[config.mk]
export PLATFORM = sky130hd
export DESIGN_NAME = julia_iterator
export DESIGN_NICKNAME = d
export VERILOG_FILES = /design/src/rtl/julia_iterator.sv
export SDC_FILE = /design/constraint.sdc
export NUM_CORES = 2
export LEC_CHECK = 0
export ABC_AREA = 1
export BUFFER_PORTS_ARGS = -buffer_cell sky130_fd_sc_hd__buf_4
export CELL_PAD_IN_SITES_DETAIL_PLACEMENT = 0
export CELL_PAD_IN_SITES_GLOBAL_PLACEMENT = 1
export CORE_MARGIN = 2
export CORE_UTILIZATION = 51
export DETAILED_ROUTE_END_ITERATION = 8
export HOLD_SLACK_MARGIN = 0.1
export PLACE_DENSITY_LB_ADDON = 0.1
export SLEW_MARGIN = 20
export SYNTH_ARGS = -nofsm -noshare
export SYNTH_HDL_FRONTEND = slang
export SYNTH_SLANG_ARGS = --single-unit
[constraint.sdc]
create_clock -name clk -period 13.4 [get_ports clk]
set_input_delay 2.68 -clock clk [delete_from_list [all_inputs] [get_ports clk]]
set_output_delay 2.68 -clock clk [all_outputs]
set_load 0.005 [all_outputs]
[src/rtl/julia_iterator.sv]
// Escape-time engine: one pixel per request, one z <= z^2 + c step per ITER cycle, saturating fixed point.
// Latency N+2 cycles for N updates; in_ready only in IDLE, result held in DONE until out_ready.
module julia_iterator #(
    parameter int WIDTH      = 22,
    parameter int FRACTIONAL = 11,
    parameter int ITER_WIDTH = 8,
    parameter int TAG_WIDTH  = 19
) (
    input  logic                  clk,
    input  logic                  rst,
    input  logic                  in_valid,
    output logic                  in_ready,
    input  logic                  mode,
    input  logic [WIDTH-1:0]      px_real,
    input  logic [WIDTH-1:0]      px_imag,
    input  logic [WIDTH-1:0]      c_real,
    input  logic [WIDTH-1:0]      c_imag,
    input  logic [ITER_WIDTH-1:0] max_iter,
    input  logic [TAG_WIDTH-1:0]  tag_in,
    input  logic                  flush,
    output logic                  out_valid,
    input  logic                  out_ready,
    output logic [ITER_WIDTH-1:0] iter_out,
    output logic                  escaped,
    output logic [TAG_WIDTH-1:0]  tag_out
);

    localparam int PW = 2 * WIDTH;
    localparam int EW = PW + 2;

    localparam logic signed [PW:0]   ESC_LIM = (PW+1)'(4) << (2 * FRACTIONAL);
    localparam logic signed [EW-1:0] SAT_HI  = {{(EW-WIDTH+1){1'b0}}, {(WIDTH-1){1'b1}}};
    localparam logic signed [EW-1:0] SAT_LO  = ~SAT_HI;

    typedef enum logic [1:0] {IDLE, LOAD, ITER, DONE} state_t;

    state_t                  state;
    logic signed [WIDTH-1:0] zr, zi, cr, ci;
    logic [ITER_WIDTH-1:0]   iter, limit;
    logic [TAG_WIDTH-1:0]    tag;

    logic signed [PW-1:0] p_rr, p_ii, p_ri;
    logic signed [PW:0]   mag;
    logic signed [EW-1:0] nr_w, ni_w;
    logic                 esc_hit;

    assign p_rr = zr * zr;
    assign p_ii = zi * zi;
    assign p_ri = zr * zi;
    assign mag  = (PW+1)'(p_rr) + (PW+1)'(p_ii);
    assign esc_hit = (mag >= ESC_LIM);

    // 2*zr*zi is taken from the exact product, so the doubling costs no precision.
    assign nr_w = EW'(p_rr >>> FRACTIONAL) - EW'(p_ii >>> FRACTIONAL) + EW'(cr);
    assign ni_w = EW'(p_ri >>> (FRACTIONAL - 1)) + EW'(ci);

    function automatic logic signed [WIDTH-1:0] sat(input logic signed [EW-1:0] v);
        if (v > SAT_HI)
            sat = SAT_HI[WIDTH-1:0];
        else if (v < SAT_LO)
            sat = SAT_LO[WIDTH-1:0];
        else
            sat = v[WIDTH-1:0];
    endfunction

    assign in_ready  = (state == IDLE);
    assign out_valid = (state == DONE);

    always_ff @(posedge clk or posedge rst) begin
        if (rst) begin
            state    <= IDLE;
            zr       <= '0;
            zi       <= '0;
            cr       <= '0;
            ci       <= '0;
            iter     <= '0;
            limit    <= '0;
            tag      <= '0;
            iter_out <= '0;
            escaped  <= 1'b0;
            tag_out  <= '0;
        end else if (flush) begin
            if (state != IDLE)
                state <= IDLE;
        end else begin
            case (state)
                IDLE: begin
                    if (in_valid) begin
                        zr    <= mode ? '0 : px_real;
                        zi    <= mode ? '0 : px_imag;
                        cr    <= mode ? px_real : c_real;
                        ci    <= mode ? px_imag : c_imag;
                        limit <= max_iter;
                        tag   <= tag_in;
                        iter  <= '0;
                        state <= LOAD;
                    end
                end
                // Load cycle keeps the input muxes out of the multiplier cone.
                LOAD: state <= ITER;
                ITER: begin
                    if (esc_hit) begin
                        iter_out <= iter;
                        escaped  <= 1'b1;
                        tag_out  <= tag;
                        state    <= DONE;
                    end else if (iter == limit) begin
                        iter_out <= iter;
                        escaped  <= 1'b0;
                        tag_out  <= tag;
                        state    <= DONE;
                    end else begin
                        zr   <= sat(nr_w);
                        zi   <= sat(ni_w);
                        iter <= iter + ITER_WIDTH'(1);
                    end
                end
                DONE: begin
                    if (out_ready)
                        state <= IDLE;
                end
                default: state <= IDLE;
            endcase
        end
    end

endmodule
==> key figures <==
Flow run
  • Max Cap Viol: 0

Yosys
  • Post-synthesis sequential area ratio: 5.84%
  • Area contributors post-synth: fa_1 (44%), inv_1 (13%), nand2_1 (11%)
  • Post-Syn Nets: about 10,000
  • Post-synth top area share: 44.3%
  • Leading register cell type out of synthesis: dfrtp_1
  • Post-Syn Instances: just over 8,000
  • Mapped Area: 65,500 sq um
  • Synth warn: 0
  • Syn avg cell area: about 8 sq um
  • Async set-reset flop share out of synthesis: 100%
  • Netlist cell types: 56
  • Area leader, netlist: fa_1
  • EDFF count, synth: 0
  • Yosys reg bits: 153

Die
  • Die ar.: 131,000 sq um
  • I/O pins: between 150 and 200
  • Site Rows: approximately 130
  • Die Y: 363 um
  • Core region area: between 100,000 and 150,000 sq um
  • Die W: 363 um
  • Starting density of the core: between 50 and 60%

Cells and area
  • Nets@finish: 10,300
  • FF+latch area: just under 4000 sq um
  • Area of the multi-input gates: a little over 50,000 sq um
  • Share of layout cells above drive strength 1: 4.38%
  • Layout fillers: between 10,000 and 15,000
  • Area growth, synth to finish: 5.13%

Detailed routing
  • Drt total wl: just under 200,000 um
  • Post-route DRC: 0
  • Via density: about 5.2
  • Iter 0 DRT Violations: 3,829
  • Total number of vias: 51,200
  • Drt first pass iters: 6
  • WL/cell: roughly 20 um
  • Post-route ant nets: 0

Clock network
  • Clock Sinks: between 150 and 200
  • CTS tree: done
  • CTS Buffer Depth: 2
  • Post-CTS Setup Bufs: 0
  • Post_cts resized: 0
  • Root Buffer: clkbuf_16
  • H-Tree Depth: 4
  • Worst-Skew Late Latency: approximately 0.52 ns
  • Post-CTS Hold Buffers: 0
  • CTS Buf Count: 17
  • Clk slew on worst S/H paths: 0.08 ns

Critical path
  • Crit-path most repeated cell: nand2_1
  • Worst setup EP type: flip-flop
  • Crit path max fanout: 26
  • Worst Setup Path Type: flip-flop to flip-flop
  • Critical Path AT: 12.53 ns
  • CP max stage cell: dfrtp_2
  • Max incr delay on CP: 0.94 ns
  • Critical path startpoint category: flip-flop
  • Req. time, crit path: about 14 ns

STA
  • Final max-slew violation count: 0
  • Worst-Margin Slew: approximately 1.2 ns
  • Worst Skew: 0.0216 ns
  • Final worst-path cycle share: 90.2%
  • Finish-stage setup viols: 0
  • Final hold violation count: 0
  • Fmax: 82.7 MHz
  • Minimum clock period: between 10 and 15 ns
  • RSZ-0062 raised after global routing: false
  • Slew headroom: 22.2%
  • Sum of negative setup slack: 0 ns

Global routing
  • Largest net degree at the start of global routing: 90
  • First-pass GRT wire length: between 300,000 and 400,000 um
  • Initial antenna violation count: 10
  • GRT Total Usage: 31.4%
  • Total gr overflow: 0
  • Vias in the first global route: ~54,000

Placement
  • GPL Wtd Cong: 1.00
  • Detailed placement HPWL: 168,000 um
  • PortBufs: 150

Hold path
  • Hold crit path type: flip-flop to flip-flop

Run status
  • Status: finished clean
[state kept, by name, indices dropped and copies added, names as in the netlist]
| name | count |
|---|---|
| iter | 8 |
| limit | 8 |
| ci | 22 |
| cr | 22 |
| zi | 22 |
| zr | 22 |
| iter_out | 8 |
| escaped | 1 |
| tag_out | 19 |
| tag | 19 |
| state | 2 |
[worst paths after layout]
kind	startpoint	slack (ns)	endpoint	cells past startpoint
max	zi[8]	1.31	zr[9]	42
min	tag_out[10]	0.48	tag_out[10]	2
max reg2reg	zi[8]	1.31	zr[9]	42
min reg2reg	tag_out[10]	0.48	tag_out[10]	2
max in group asynchronous	rst	9.81	zr[3]	3
min in group asynchronous	rst	2.27	tag_out[11]	2
[cells by family (layout without fill, tap and decap cells)]
logic type	Yosys count	after routing	share of synthesized area (%)
compound gates	685	685	5.89
xor+xnor	257	257	3.46
fa+ha+maj	1987	1987	54.6
other cells	1	3	0.00572
simple gates	2496	2496	15.2
buf+inv	2608	2579	15.0
flops	153	153	5.84
[cell usage after synthesis, types with 54 or more instances]
cell,instances
dfrtp_1,153
nor2_1,290
nand4_1,80
o21ai_0,214
fa_1,1452
xor2_1,149
buf_1,54
clkbuf_1,216
nand3_1,106
ha_1,535
inv_1,2313
nand2_1,1925
xnor2_1,107
a21oi_1,275
[per-stage QoR]
step	setup WS [ns]	cells	utilization, %	hold WS, ns	area [sq um]
6_report	1.31	9822	54.0	0.482	68900
5_1_grt	0.666	9820	54.0	0.512	68900
4_1_cts	1.50	9820	54.0	0.484	68900
3_5_place_dp	1.55	9788	53.6	0.465	68300
3_3_place_gp	1.54	9788	53.5	0.456	68300
2_1_floorplan	3.73	8187	-	0.443	65500
[layout make-up]
class / count / share of cell area, %
antenna: 2 / 0.00726
clock buffer: 17 / 0.617
clock inverter: 15 / 0.258
inverter: 2316 / 12.6
multi-input combinational: 5426 / 75.3
sequential: 153 / 5.61
tap: 1662 / 3.02
timing repair buffer: 231 / 2.54
[critical path: cells and delay by family (launching register included)]
family	cells	cell delay, ns
flops	1	0.94
fa+ha+maj	10	5.06
xor+xnor	2	0.87
simple gates	20	3.49
compound gates	2	0.52
buf+inv	8	1.05
[cells in the final DEF (no fill, tap or decap), types with 80 or more instances in the layout]
cell and instances:
inv_1 2312, nand2_1 1924, fa_1 1452, ha_1 534, nor2_1 289, a21oi_1 275
buf_4 229, o21ai_0 214, xor2_1 147, dfrtp_1 122, nand3_1 106, xnor2_1 106
nand4_1 80
[metal layers]
metal | track usage (%) | vias up | wire length [um]
li1 | - | 23700 | -
met1 | 42.9 | 25800 | 84200
met2 | 51.5 | 1504 | 93200
met3 | 5.49 | 246 | 13800
met4 | 8.65 | 14 | 6190
met5 | 0 | - | 88
Power is not shown: default switching activity piles up to over one toggle a cycle in this logic, so the estimate is an artifact.
